## config.mk

```make
export PLATFORM = sky130hd
export DESIGN_NAME = wtm_result_collector
export DESIGN_NICKNAME = d
export VERILOG_FILES = /design/src/rtl/wtm_result_collector.sv
export SDC_FILE = /design/constraint.sdc
export NUM_CORES = 1
export LEC_CHECK = 0
export BUFFER_PORTS_ARGS = -buffer_cell sky130_fd_sc_hd__clkbuf_2
export CORE_AREA = 5 5 152 154
export CTS_CLUSTER_SIZE = 25
export DETAILED_ROUTE_END_ITERATION = 6
export DIE_AREA = 0 0 157 159
export PLACE_DENSITY = 0.8
export SLEW_MARGIN = 15
export SYNTH_ARGS = -nofsm -noshare
export SYNTH_HDL_FRONTEND = slang
export SYNTH_SLANG_ARGS = --single-unit
```

## constraint.sdc

```tcl
create_clock -name clk -period 14.2 [get_ports clk]
set_input_delay 4.26 -clock clk [delete_from_list [all_inputs] [get_ports clk]]
set_output_delay 4.26 -clock clk [all_outputs]
set_load 0.02 [all_outputs]
```

## src/rtl/wtm_result_collector.sv

```systemverilog
// wtm_result_collector
// Collects products from a pipelined 16x16 Wallace-tree multiplier that has
// no valid/stall handshake of its own. Every accepted operand pair is tracked
// through a LATENCY-deep {valid, tag} delay line so that the product is
// sampled in exactly the cycle it appears on prod_in. Captured results are
// buffered in a DEPTH-entry circular FIFO with a valid/ready output, and the
// issuer is throttled by credits so the FIFO can never overflow.
//
// Ports:
//   clk, rst       clock and asynchronous active-high reset
//   issue_valid    operand pair presented to the multiplier this cycle
//   issue_tag      opaque id travelling alongside the operation
//   issue_ready    a credit is available (registered-state decode only)
//   prod_in        33-bit multiplier product bus
//   out_valid      FIFO head holds a result
//   out_ready      downstream consumes the head
//   out_data       product at the FIFO head
//   out_tag        tag at the FIFO head
//   count          FIFO occupancy
//   ovf_err        sticky: a capture found the FIFO full with no pop
module wtm_result_collector #(
  parameter int LATENCY = 6,
  parameter int DEPTH   = 8,
  parameter int TAG_W   = 4
) (
  input  logic                       clk,
  input  logic                       rst,
  input  logic                       issue_valid,
  input  logic [TAG_W-1:0]           issue_tag,
  output logic                       issue_ready,
  input  logic [32:0]                prod_in,
  output logic                       out_valid,
  input  logic                       out_ready,
  output logic [32:0]                out_data,
  output logic [TAG_W-1:0]           out_tag,
  output logic [$clog2(DEPTH):0]     count,
  output logic                       ovf_err
);

  localparam int AW = $clog2(DEPTH);
  localparam int CW = AW + 1;
  localparam logic [CW-1:0] DepthC    = CW'(DEPTH);
  localparam logic [CW:0]   DepthWide = (CW + 1)'(DEPTH);

  logic [LATENCY-1:0] vld_q, vld_d;
  logic [TAG_W-1:0]   tagLine_q [LATENCY];

  logic [AW-1:0] rdPtr_q, rdPtr_d;
  logic [AW-1:0] wrPtr_q, wrPtr_d;
  logic [CW-1:0] count_q, count_d;
  logic [CW-1:0] inflight_q, inflight_d;
  logic          ovf_q, ovf_d;

  logic [32:0]      dataMem [DEPTH];
  logic [TAG_W-1:0] tagMem  [DEPTH];

  logic          acc;
  logic          cap;
  logic          pop;
  logic          push;
  logic          full;
  logic [CW:0]   creditsUsed;

  // Credits cover both buffered results and operations still inside the
  // multiplier, so a slot is reserved for every product before it is issued.
  assign creditsUsed = {1'b0, count_q} + {1'b0, inflight_q};
  assign issue_ready = creditsUsed < DepthWide;

  assign out_valid = (count_q != '0);
  assign out_data  = dataMem[rdPtr_q];
  assign out_tag   = tagMem[rdPtr_q];
  assign count     = count_q;
  assign ovf_err   = ovf_q;

  // Next-state bookkeeping: delay-line shift, pointer/counter updates and the
  // overflow guard. A pop in the same cycle frees the slot a full capture needs.
  always_comb begin
    acc  = issue_valid & issue_ready;
    cap  = vld_q[LATENCY-1];
    pop  = out_valid & out_ready;
    full = (count_q == DepthC);
    push = cap & (~full | pop);

    vld_d[0] = acc;
    for (int i = 1; i < LATENCY; i++) begin
      vld_d[i] = vld_q[i-1];
    end

    wrPtr_d    = push ? wrPtr_q + AW'(1) : wrPtr_q;
    rdPtr_d    = pop  ? rdPtr_q + AW'(1) : rdPtr_q;
    count_d    = count_q + CW'(push) - CW'(pop);
    inflight_d = inflight_q + CW'(acc) - CW'(cap);
    ovf_d      = ovf_q | (cap & full & ~pop);
  end

  // Control state; clearing the valids discards any products still in flight.
  always_ff @(posedge clk or posedge rst) begin
    if (rst) begin
      vld_q      <= '0;
      rdPtr_q    <= '0;
      wrPtr_q    <= '0;
      count_q    <= '0;
      inflight_q <= '0;
      ovf_q      <= 1'b0;
    end else begin
      vld_q      <= vld_d;
      rdPtr_q    <= rdPtr_d;
      wrPtr_q    <= wrPtr_d;
      count_q    <= count_d;
      inflight_q <= inflight_d;
      ovf_q      <= ovf_d;
    end
  end

  // Tags only matter where the matching valid is set, so they need no reset.
  always_ff @(posedge clk) begin
    tagLine_q[0] <= issue_tag;
    for (int i = 1; i < LATENCY; i++) begin
      tagLine_q[i] <= tagLine_q[i-1];
    end
  end

  // Result storage: the product bus is sampled in the capture cycle itself.
  always_ff @(posedge clk) begin
    if (push) begin
      dataMem[wrPtr_q] <= prod_in;
      tagMem[wrPtr_q]  <= tagLine_q[LATENCY-1];
    end
  end

endmodule

```

**Yosys cells after proc, flatten, opt, wreduce, memory -nomap -nowiden**

Memories as Yosys holds them, arrays and structs flattened.
Index checks and enable logic that the tools add are counted.

- $add $sub $neg: 7
- Multipliers: 0
- Divide/modulo/power cells: 0
- Magnitude comparators: 1
- Equal/unequal tests: 1
- Shift-type cells: 0
- Mux-type cells: 2
- Bitwise logic cells: 9
- Reductions and logical operators: 1

Operators with widths:

| cell | count |
|---|---|
| $add 4x1->4 | 2 |
| $sub 4x1->4 | 2 |
| $add 3x1->3 const B | 2 |
| $add 4x4->5 | 1 |
| $and 1x1->1 | 5 |
| $lt 5x4->1 const B | 1 |
| $eq 4x4->1 const B | 1 |
| $reduce_bool 4->1 | 1 |
| $mux 1 | 2 |
| $not 1->1 | 2 |
| $or 1x1->1 | 2 |

- Bits in registers: 21
- Bits in latches: 0
- Memory bits (writable): 320
- Bits in read-only memories: 0
- Output and inout port bits: 44
- Logic and storage cells: 30
- Memories kept: 3

Memory list:

| memory | words | width | read ports | clocked after Yosys merged registers in | wr ports | line | source |
|---|---|---|---|---|---|---|---|
| dataMem | 8 | 33 | 1 | 0 | 1 | 54 | `logic [32:0] dataMem [DEPTH];` |
| tagMem | 8 | 4 | 1 | 0 | 1 | 55 | `logic [TAG_W-1:0] tagMem [DEPTH];` |
| tagLine_q | 6 | 4 | 6 | 0 | 6 | 46 | `logic [TAG_W-1:0] tagLine_q [LATENCY];` |

**Longest topological paths before layout**

Gate-level depths: netlist of the first run.

- Word-level depth: 6
- Mapped depth: 11
- Depth with buffers taken out: 11

**Worst setup path before layout of the first run**

OpenSTA, ideal clock, no wires.

- Path kind: input to register
- Start: input port out_ready
- End: memory dataMem[0][0] (enable)
- Library setup time: 0.524 ns
- Arrival time: 8.150 ns
- Data required time: 13.676 ns
- Slack: 5.527 ns
- Stages: 3
- Buffers on the path: 0
- Cells stage by stage: nor2b_1 -> o21ai_2 -> nor4_1

- Longest elaborated chain between the ends: 5

Ends and longest elaborated chain:

| what | line | source |
|---|---|---|
| from (decl) | 33 | `input logic out_ready,` |
| $and 1x1->1 | 80 | `pop = out_valid & out_ready;` |
| $or 1x1->1 | 82 | `push = cap & (~full \| pop);` |
| $and 1x1->1 | 82 |  |
| $mux 1 | 125 | `if (push) begin` |
| $mux 1 (implied by the code) | 126 | `dataMem[wrPtr_q] <= prod_in;` |
| to (decl) | 54 |  |

Every way passes these cells.

**Worst setup path after layout of the first run**

- Start: register rdPtr_q[1]
- End: output port out_data[23]

- Longest elaborated chain between the ends: 1

Ends and longest elaborated chain:

| what | line | source |
|---|---|---|
| from (decl) | 48 | `logic [AW-1:0] rdPtr_q, rdPtr_d;` |
| from (signal assigned) | 107 | `rdPtr_q <= rdPtr_d;` |
| $mem_v2 8x33 | -- |  |
| to (decl) | 34 | `output logic [32:0] out_data,` |

Every way passes these cells.

==> results of run 1 <==
-- cells in the final DEF, fill, tap and decap left out, types with 4 or more instances in the layout --
cell / n
clkbuf_16: 37
buf_4: 9
clkinv_2: 4
nor3_2: 4
xnor2_1: 7
inv_1: 13
edfxtp_1: 296
clkbuf_2: 84
mux4_2: 74
dfxtp_1: 24
clkinv_1: 4
ha_1: 15
clkbuf_1: 5
mux2_2: 38
dfrtp_1: 18
-- per-layer routing --
layer,track usage [%],vias to the layer above,wire length [um]
met3,4.62,42,1720
met2,31.7,195,11800
met1,25.5,2881,9100
li1,-,2458,-
met5,0,-,10
met4,5.17,2,534
-- cells in the mapped netlist, drive strengths merged --
library cell	number	share of area [%]
buf	14	0.85
a21oi	2	0.079
dfrtp	21	4.1
dfxtp	24	3.8
nand3	1	0.039
xnor2	7	0.48
a2111oi	1	0.12
ha	15	1.5
o211ai	2	0.12
nor2b	1	0.049
nand2	3	0.089
mux4	74	13
o21ai	1	0.069
nor3	4	0.16
edfxtp	296	70
a41o	1	0.079
inv	13	0.39
a31o	1	0.069
nor4	1	0.049
nand2b	2	0.099
fa	2	0.32
xor2	2	0.14
nor2	4	0.12
clkbuf	6	0.18
and2	1	0.049
or3b	2	0.14
a21o	2	0.12
mux2	39	3.5
-- cell families (layout without fill, tap and decap cells) --
kind of cell,after synthesis,after routing,share of synthesized area (%)
flip-flops,341,341,78.1
multiplexers,113,113,16.6
buffers and inverters,33,166,1.41
AND/OR/NAND/NOR,19,19,0.790
adder cells (fa/ha/maj),17,17,1.80
AO/OA/AOI/OAI,10,10,0.652
XOR/XNOR,9,9,0.622
other,0,2,0
-- metrics by stage --
stage / cells / hold slack (ns) / worst slack (ns) / area, um^2 / util, %
4_1_cts: 955 / 0.327 / 6.58 / 14500 / 67.4
5_1_grt: 957 / 0.331 / 6.70 / 14500 / 67.5
6_report: 957 / 0.325 / 6.95 / 14500 / 67.5
2_1_floorplan: 542 / 0.310 / 5.53 / 12700 / -
3_3_place_gp: 896 / 0.310 / 7.19 / 13400 / 62.4
3_5_place_dp: 896 / 0.312 / 7.13 / 13400 / 62.4
-- area by class of cell --
type,instances,share of cell area (%)
clock inverters,14,0.723
inverters,13,0.336
flip-flops and latches,341,68.1
clock buffers,45,6.78
diodes,2,0.0344
well taps,280,2.41
multi-input cells,168,18.2
repair buffers,94,3.43
-- flip-flops by register name, summed over array words and instances (netlist names) --
signal and count:
ovf_err 1, count 4, dataMem 264, inflight_q 4, wrPtr_q 3, rdPtr_q 3, tagLine_q 24, vld_q 6
tagMem 32
-- final timing paths --
| path | startpoint | to | slack, ns | depth (start not counted) |
|---|---|---|---|---|
| hold / removal | tagLine_q[2][2] | tagLine_q[3][2] | 0.32 | 0 |
| setup / recovery | rdPtr_q[1] | out_data[23] | 6.95 | 4 |
| hold reg to reg | tagLine_q[2][2] | tagLine_q[3][2] | 0.32 | 0 |
| min in group asynchronous | rst | rdPtr_q[1] | 3.90 | 2 |
| max in group asynchronous | rst | rdPtr_q[2] | 9.70 | 2 |
| setup reg to reg | count[1] | inflight_q[2] | 11.32 | 9 |
-- power by group through the flow --
stage | Combinational [uW] | Clock, uW | Sequential (uW)
after floorplan | 658 | 0 | 1230
after global placement | 798 | 0 | 1290
after detailed placement | 820 | 0 | 1300
after CTS | 827 | 876 | 1280
after global routing | 871 | 927 | 1290
final | 810 | 858 | 1270
==> flow_summary.toml, run 1 <==
[outcome]
outcome = "finished, final reports clean"

[clock_tree]
clock_sinks = 341
worstSkewPairLatency_ns = 0.51
path_clk_slew_ns = 0.06
postCtsSetupBuffers = 0
clk_path_buf_depth = 3
ctsResizeCount = 0
ctsHoldBuffers = 0
numCtsBuffers = 34
root_buffer = "clkbuf_16"
cts_tree = "built"
htree_num_levels = 2

[sta]
period_share_pct = 51.1
timing.setup.tns_ns = 0
relSlewSlack_pct = 27.2
fmax_mhz = 138
min_period_ns = 7.25
hold_viol = 0
tightest_slew_ns = 1.09
finalMaxSlewViolations = 0
clock_skew_ns = 0.0149
rsz0062_at_grt = "no"
setup_viol = 0

[synth]
syn_avg_cell_area_um2 = 23.4
yosysSeqAreaShare_pct = 78.1
ys_ff_latch = 341
synthCells = 542
synth.distinct_cells = 31
synth_nets = 600
synth_warnings = 0
mappedNetlistArea_um2 = 12700

[grt]
grt_max_degree = 76
grt_pass1_wl_um = 35900
antenna_found_initial = 3
grt_usage_pct = 19.0
grt-ovfl-total = 0
grt_pass1_vias = 6168

[setup_path]
worstPathCellList = "buf_6 > mux4_2 > mux2_2 > clkbuf_2"
critPathLaunchType = "flop"
cpPeakStageDelay_ns = 0.69
criticalPathCategory = "reg -> out"
end_kind = "output pin"
path_buf_inv = 2
cp_top_family = "multiplexers"
critPathRequiredTime_ns = 9.94
critPathMaxFanout = 56
cp_slowest_cell = "dfrtp_4"
arrival_ns = 2.99

[place]
dpl.hpwl_um = 12500
routabilityCongestion = 0.743
port-buffer-count = 84

[run]
maxCapViolCount = 0

[power_and_ir_drop]
power_uw = 2940
p_int_uw = 2070
switching_share_pct = 29.5
p_leak_uw = 0.00497
p_seq_share_pct = 43.3
combPwrFrac_pct = 27.5
pwr_density_cell_nw_per_um2 = 202
power_frac_clock_pct = 29.2
p_sw_uw = 867
ir_drop_uv = 145

[cells_and_area]
nets = 710
seqCellArea_um2 = 9900
syn2layout_area_growth_pct = 14.8
multiInputGateArea_um2 = 2640
fillerInstances = 1307
layout-drive-gt1-share_pct = 40.1

[floorplan]
io_pins = 85
die_w_um = 157
core_area_um2 = 21600
die_h_um = 159
rows = 54
die-area_um2 = 25000
start_util_pct = 58.8

[worst_hold_path]
hold_path_class = "reg -> reg"

[routing]
via_per_inst = 5.83
vias = 5578
drt_iter0_drc = 317
first_pass_iters = 4
ant_nets = 0
routed_wl_um = 23100
drcViolationCount = 0
wl_per_cell_um = 24.2
Note: power is estimated with default switching activity, not from simulation.
==> run 2: changes to the inputs <==
ABC_AREA = 1   (was unset)
CORE_AREA = 5 5 164 166   (was 5 5 152 154)
DIE_AREA = 0 0 169 171   (was 0 0 157 159)
PLACE_DENSITY = 0.76   (was 0.8)
clock period = 6.3 ns   (was 14.2 ns; I/O delays follow)
==> flow_summary.toml, run 2 <==
[floorplan]
die_h_um = 171
die_w_um = 169
start_util_pct = 52.8
io_pins = 85
rows = 59
core_area_um2 = 25500
die-area_um2 = 28900

[synth]
syn_avg_cell_area_um2 = 12.0
yosys-top-cells-count = "359 x nand2_1, 296 x edfxtp_1, 121 x nor2_1"
synthCells = 1125
synth_top_area_share_pct = 66.1
yosysSeqAreaShare_pct = 73.6
mappedNetlistArea_um2 = 13500
synth.most_common_cell = "nand2_1"
ys.flop_type = "edfxtp_1"
ys_ff_latch = 341
yosysTopAreaCell = "edfxtp_1"
synth.distinct_cells = 25
synth.area.top_cells = "edfxtp_1 66%, nand2_1 10%, dfrtp_1 3.9%"
synth_nets = 1183
async_flop_share_pct = 6.16
synth_warnings = 0
synth-edff-count = 296

[place]
dpl.hpwl_um = 14100
place_ws_ns = 1.55
dp.cells = 1501
port-buffer-count = 84
routabilityCongestion = 0.756

[sta]
finalMaxSlewViolations = 0
fmax_mhz = 189
clock_skew_ns = 0.0204
tightest_slew_ns = 1.08
relSlewSlack_pct = 27.7
min_period_ns = 5.30
period_share_pct = 84.1
timing.setup.tns_ns = 0
fin_ws_ns = 0.999
rsz0062_at_grt = "no"
hold_viol = 0
setup_viol = 0

[setup_path]
critPathMaxFanout = 96
end_kind = "output pin"
arrival_ns = 3.41
critPathRequiredTime_ns = 4.41
criticalPathCategory = "reg -> out"
critPathLaunchType = "flop"

[cells_and_area]
largest_reg_flops = 264
antenna_cells = 0
largest_register = "dataMem"
finalNonFillerCells = 1560
layout-drive-gt1-share_pct = 13.1
layout_commonest_cell = "nand2_1"
fin_util_pct = 59.9
largestRegisters = "dataMem x264, tagMem x32, tagLine_q x24"
layout_common_cells = "359 x nand2_1, 296 x edfxtp_1, 113 x nor2_1, 87 x o21ai_0, 84 x clkbuf_2"
syn2layout_area_growth_pct = 13.4
nets = 1260

[clock_tree]
cts_tree = "built"
ctsResizeCount = 0
postCtsSetupBuffers = 0
clk_path_buf_depth = 3
worstSkewPairLatency_ns = 0.52
htree_num_levels = 2
ctsHoldBuffers = 0
clock_sinks = 341
root_buffer = "clkbuf_16"
path_clk_slew_ns = 0.06
numCtsBuffers = 34

[power_and_ir_drop]
p_seq_share_pct = 39.9
combPwrFrac_pct = 31.8
pwr_density_cell_nw_per_um2 = 464
switching_share_pct = 36.2
p_int_uw = 4510
p_leak_uw = 0.00596
ir_drop_uv = 376
power_frac_clock_pct = 28.3
p_sw_uw = 2570

[routing]
vias = 8155
routed_wl_um = 26300
via_per_inst = 5.23
drcViolationCount = 0
wl_per_cell_um = 16.9
met1Wirelength_um = 11300
ant_nets = 0
top_layer = "met4"
wl_met3_um = 1510
drt_iter0_drc = 708
first_pass_iters = 5
wl_met2_um = 12900

[grt]
grt-ovfl-total = 0
grt_pass1_wl_um = 41700
grt_max_degree = 97
grt_usage_pct = 18.2
grt_pass1_vias = 7851
antenna_found_initial = 0

[run]
maxCapViolCount = 0

[outcome]
outcome = "finished, final reports clean"

[worst_hold_path]
hold_path_class = "reg -> reg"
[run 2: cells by family after synthesis]
group / count (synthesis) / share of synthesized area (%)
AOI/OAI and AO/OA: 152 / 6.36
DFF: 341 / 73.6
buffers and inverters: 116 / 4.07
and+or+nand+nor: 492 / 13.9
adders and majority gates: 17 / 1.69
xor gates and xnor gates: 7 / 0.456
[run 2: path summary, 6_finish.rpt]
kind	startpoint	cells after the start	end	slack, ns
max	rdPtr_q[0]	9	out_data[4]	1.0
min	tagLine_q[2][1]	0	tagLine_q[3][1]	0.32
max reg2reg	count[2]	8	dataMem[7][24]	3.26
min reg2reg	tagLine_q[2][1]	0	tagLine_q[3][1]	0.32
max in group asynchronous	rst	2	rdPtr_q[0]	4.15
min in group asynchronous	rst	2	inflight_q[0]	1.52
[run 2: layer usage]
| metal | track usage [%] | up-vias |
|---|---|---|
| li1 | - | 3971 |
| met1 | 24.2 | 3890 |
| met2 | 31.2 | 243 |
| met3 | 3.35 | 51 |
| met4 | 5.11 | 0 |
| met5 | 0 | - |
[run 2: layout make-up]
class / instances / area, um^2
inverter: 59 / 223
multi-input combinational: 668 / 3070
fill: 1944 / 10200
tap: 335 / 419
timing repair buffer: 98 / 526
clock buffer: 42 / 955
sequential: 341 / 9900
clock inverter: 17 / 159
[run 2: critical path, stage by stage, from the launching register on]
cell and delay (ns):
dfrtp_4 0.74, buf_4 0.51, buf_4 0.80, nor2_1 0.11, nor2_1 0.10, o21ai_0 0.09, nand2_1 0.09, nand2_1 0.05
nand2_1 0.14, clkbuf_2 0.18
[run 2: power groups by stage]
stage / Clock [uW] / Combinational [uW] / Sequential, uW
detailed placement: 0 / 2260 / 2870
floorplan: 0 / 1750 / 2740
global route: 2130 / 2540 / 2850
finish: 2000 / 2250 / 2830
global placement: 0 / 2220 / 2870
CTS: 2030 / 2280 / 2820
[run 2: per-stage QoR]
step	power [uW]	hold WS, ns	instance area (um^2)
CTS	7130	0.319	15300
global route	7510	0.326	15300
floorplan	4490	0.310	13500
finish	7080	0.321	15300
global placement	5080	0.311	14100
detailed placement	5130	0.312	14100
==> run 3: changes to the inputs <==
CORE_AREA = 5 5 156 158   (was 5 5 164 166)
DIE_AREA = 0 0 161 163   (was 0 0 169 171)
PLACE_DENSITY = 0.8   (was 0.76)
clock period = 5.4 ns   (was 6.3 ns; I/O delays follow)
==> flow_summary.toml, run 3 (synthesis gave the netlist of run 2 again) <==
[outcome]
outcome = "finished, final reports clean"

[setup_path]
crit_end = "out_tag[3]"
critPathMaxFanout = 63
cp_common_cell = "nand2_1"
cpPeakStageDelay_ns = 0.75
critPathRequiredTime_ns = 3.78
rrSetupSlack_ns = 2.38
arrival_ns = 3.12
criticalPathCategory = "reg -> out"
startpoint = "rdPtr_q[0]"
rr_startpoint = "count[2]"
end_kind = "output pin"
r2r_end = "tagMem[3][2]"
cp_slowest_cell = "dfrtp_4"
worstPathCellList = "clkinv_2 > buf_12 > nand2_1 > nand2_1 > nand2_1 > o21ai_0 > nand2_1 > nand2_1 > clkbuf_2"
reg2reg_depth = 8
critPathLaunchType = "flop"

[routing]
wl_per_cell_um = 18.1
via_per_inst = 5.57
ant_nets = 0
vias = 8444
first_pass_iters = 5
drcViolationCount = 0
drt_iter0_drc = 766
routed_wl_um = 27400

[place]
dpl.hpwl_um = 15500
routabilityCongestion = 0.759
port-buffer-count = 84
dp.cells = 1455

[cells_and_area]
largest_reg_flops = 264
largestRegisters = "dataMem x264, tagMem x32, tagLine_q x24"
largest_register = "dataMem"
layout_common_cells = "359 x nand2_1, 296 x edfxtp_1, 113 x nor2_1, 87 x o21ai_0, 84 x clkbuf_2"
antenna_cells = 0
nets = 1259
finalNonFillerCells = 1516
fillerInstances = 1588
layout-drive-gt1-share_pct = 13.2
syn2layout_area_growth_pct = 13.6
layout_commonest_cell = "nand2_1"

[grt]
grt_max_degree = 78
grt_pass1_wl_um = 44200
grt_usage_pct = 21.1
grt_pass1_vias = 8584
antenna_found_initial = 0
grt-ovfl-total = 0

[clock_tree]
htree_num_levels = 2
path_clk_slew_ns = 0.06
clock_sinks = 341
ctsHoldBuffers = 0
root_buffer = "clkbuf_16"
clk_path_buf_depth = 3
numCtsBuffers = 34
worstSkewPairLatency_ns = 0.51
postCtsSetupBuffers = 0
cts_tree = "built"
ctsResizeCount = 0

[sta]
min_period_ns = 4.74
period_share_pct = 87.8
holdWs_ns = 0.322
tightest_slew_ns = 0.923
hold_viol = 0
clock_skew_ns = 0.0253
relSlewSlack_pct = 38.5
fmax_mhz = 211
rsz0062_at_grt = "no"
finalMaxSlewViolations = 0
timing.setup.tns_ns = 0
setup_viol = 0

[floorplan]
core_area_um2 = 23000
io_pins = 85
start_util_pct = 58.5
rows = 56
die-area_um2 = 26200
die_w_um = 161
die_h_um = 163

[worst_hold_path]
hold_path_class = "reg -> reg"

[run]
maxCapViolCount = 0

[power_and_ir_drop]
p_leak_uw = 0.00598
power_uw = 8250
ir_drop_uv = 387
pwr_density_cell_nw_per_um2 = 540
## run 3: routing by layer
metal | share of wire, % | GRT usage (%)
met3 | 5.9 | 3.47
met5 | 0 | 0
met2 | 51 | 36.6
met1 | 41 | 27.9
met4 | 1.9 | 6.01
## run 3: worst min path at each step
| stage | startpoint | endpoint | slack, ns | cells past startpoint |
|---|---|---|---|---|
| floorplan | tagLine_q[0][0] | tagLine_q[1][0] | 0.31 | 0 |
| global placement | tagLine_q[4][2] | tagLine_q[5][2] | 0.31 | 0 |
| detailed placement | tagLine_q[1][3] | tagLine_q[2][3] | 0.31 | 0 |
| CTS | tagLine_q[0][1] | tagLine_q[1][1] | 0.32 | 0 |
| global route | tagLine_q[3][1] | tagLine_q[4][1] | 0.33 | 0 |
| finish | tagLine_q[0][1] | tagLine_q[1][1] | 0.32 | 0 |
## run 3: metrics by stage
stage | utilization [%] | instance area, um^2 | setup WS, ns
floorplan | - | 13500 | 1.39
global placement | 61.1 | 14000 | 1.19
detailed placement | 61.7 | 14200 | 1.18
CTS | 66.5 | 15300 | 0.619
global route | 66.5 | 15300 | 0.413
finish | 66.5 | 15300 | 0.660
## run 3: area by class of cell
class | instances | area [um^2] | share of cell area, %
Clock inverter | 15 | 126 | 0.827
Multi-Input combinational cell | 668 | 3070 | 20.1
Tap cell | 290 | 363 | 2.37
Timing Repair Buffer | 97 | 628 | 4.11
Inverter | 59 | 223 | 1.46
Clock buffer | 46 | 967 | 6.33
Sequential cell | 341 | 9900 | 64.8
## run 3: where the power goes
group          switching [uW]  internal [uW]
combinational            1840            823
sequential                248           3050
clock                     934           1350
total                    3020           5230
## run 3: worst max-delay path, delay by kind of cell (launching register included)
kind | cells | cell delay (ns)
and+or+nand+nor | 5 | 0.39
DFF | 1 | 0.75
buffers and inverters | 3 | 1.38
AOI/OAI and AO/OA | 1 | 0.10
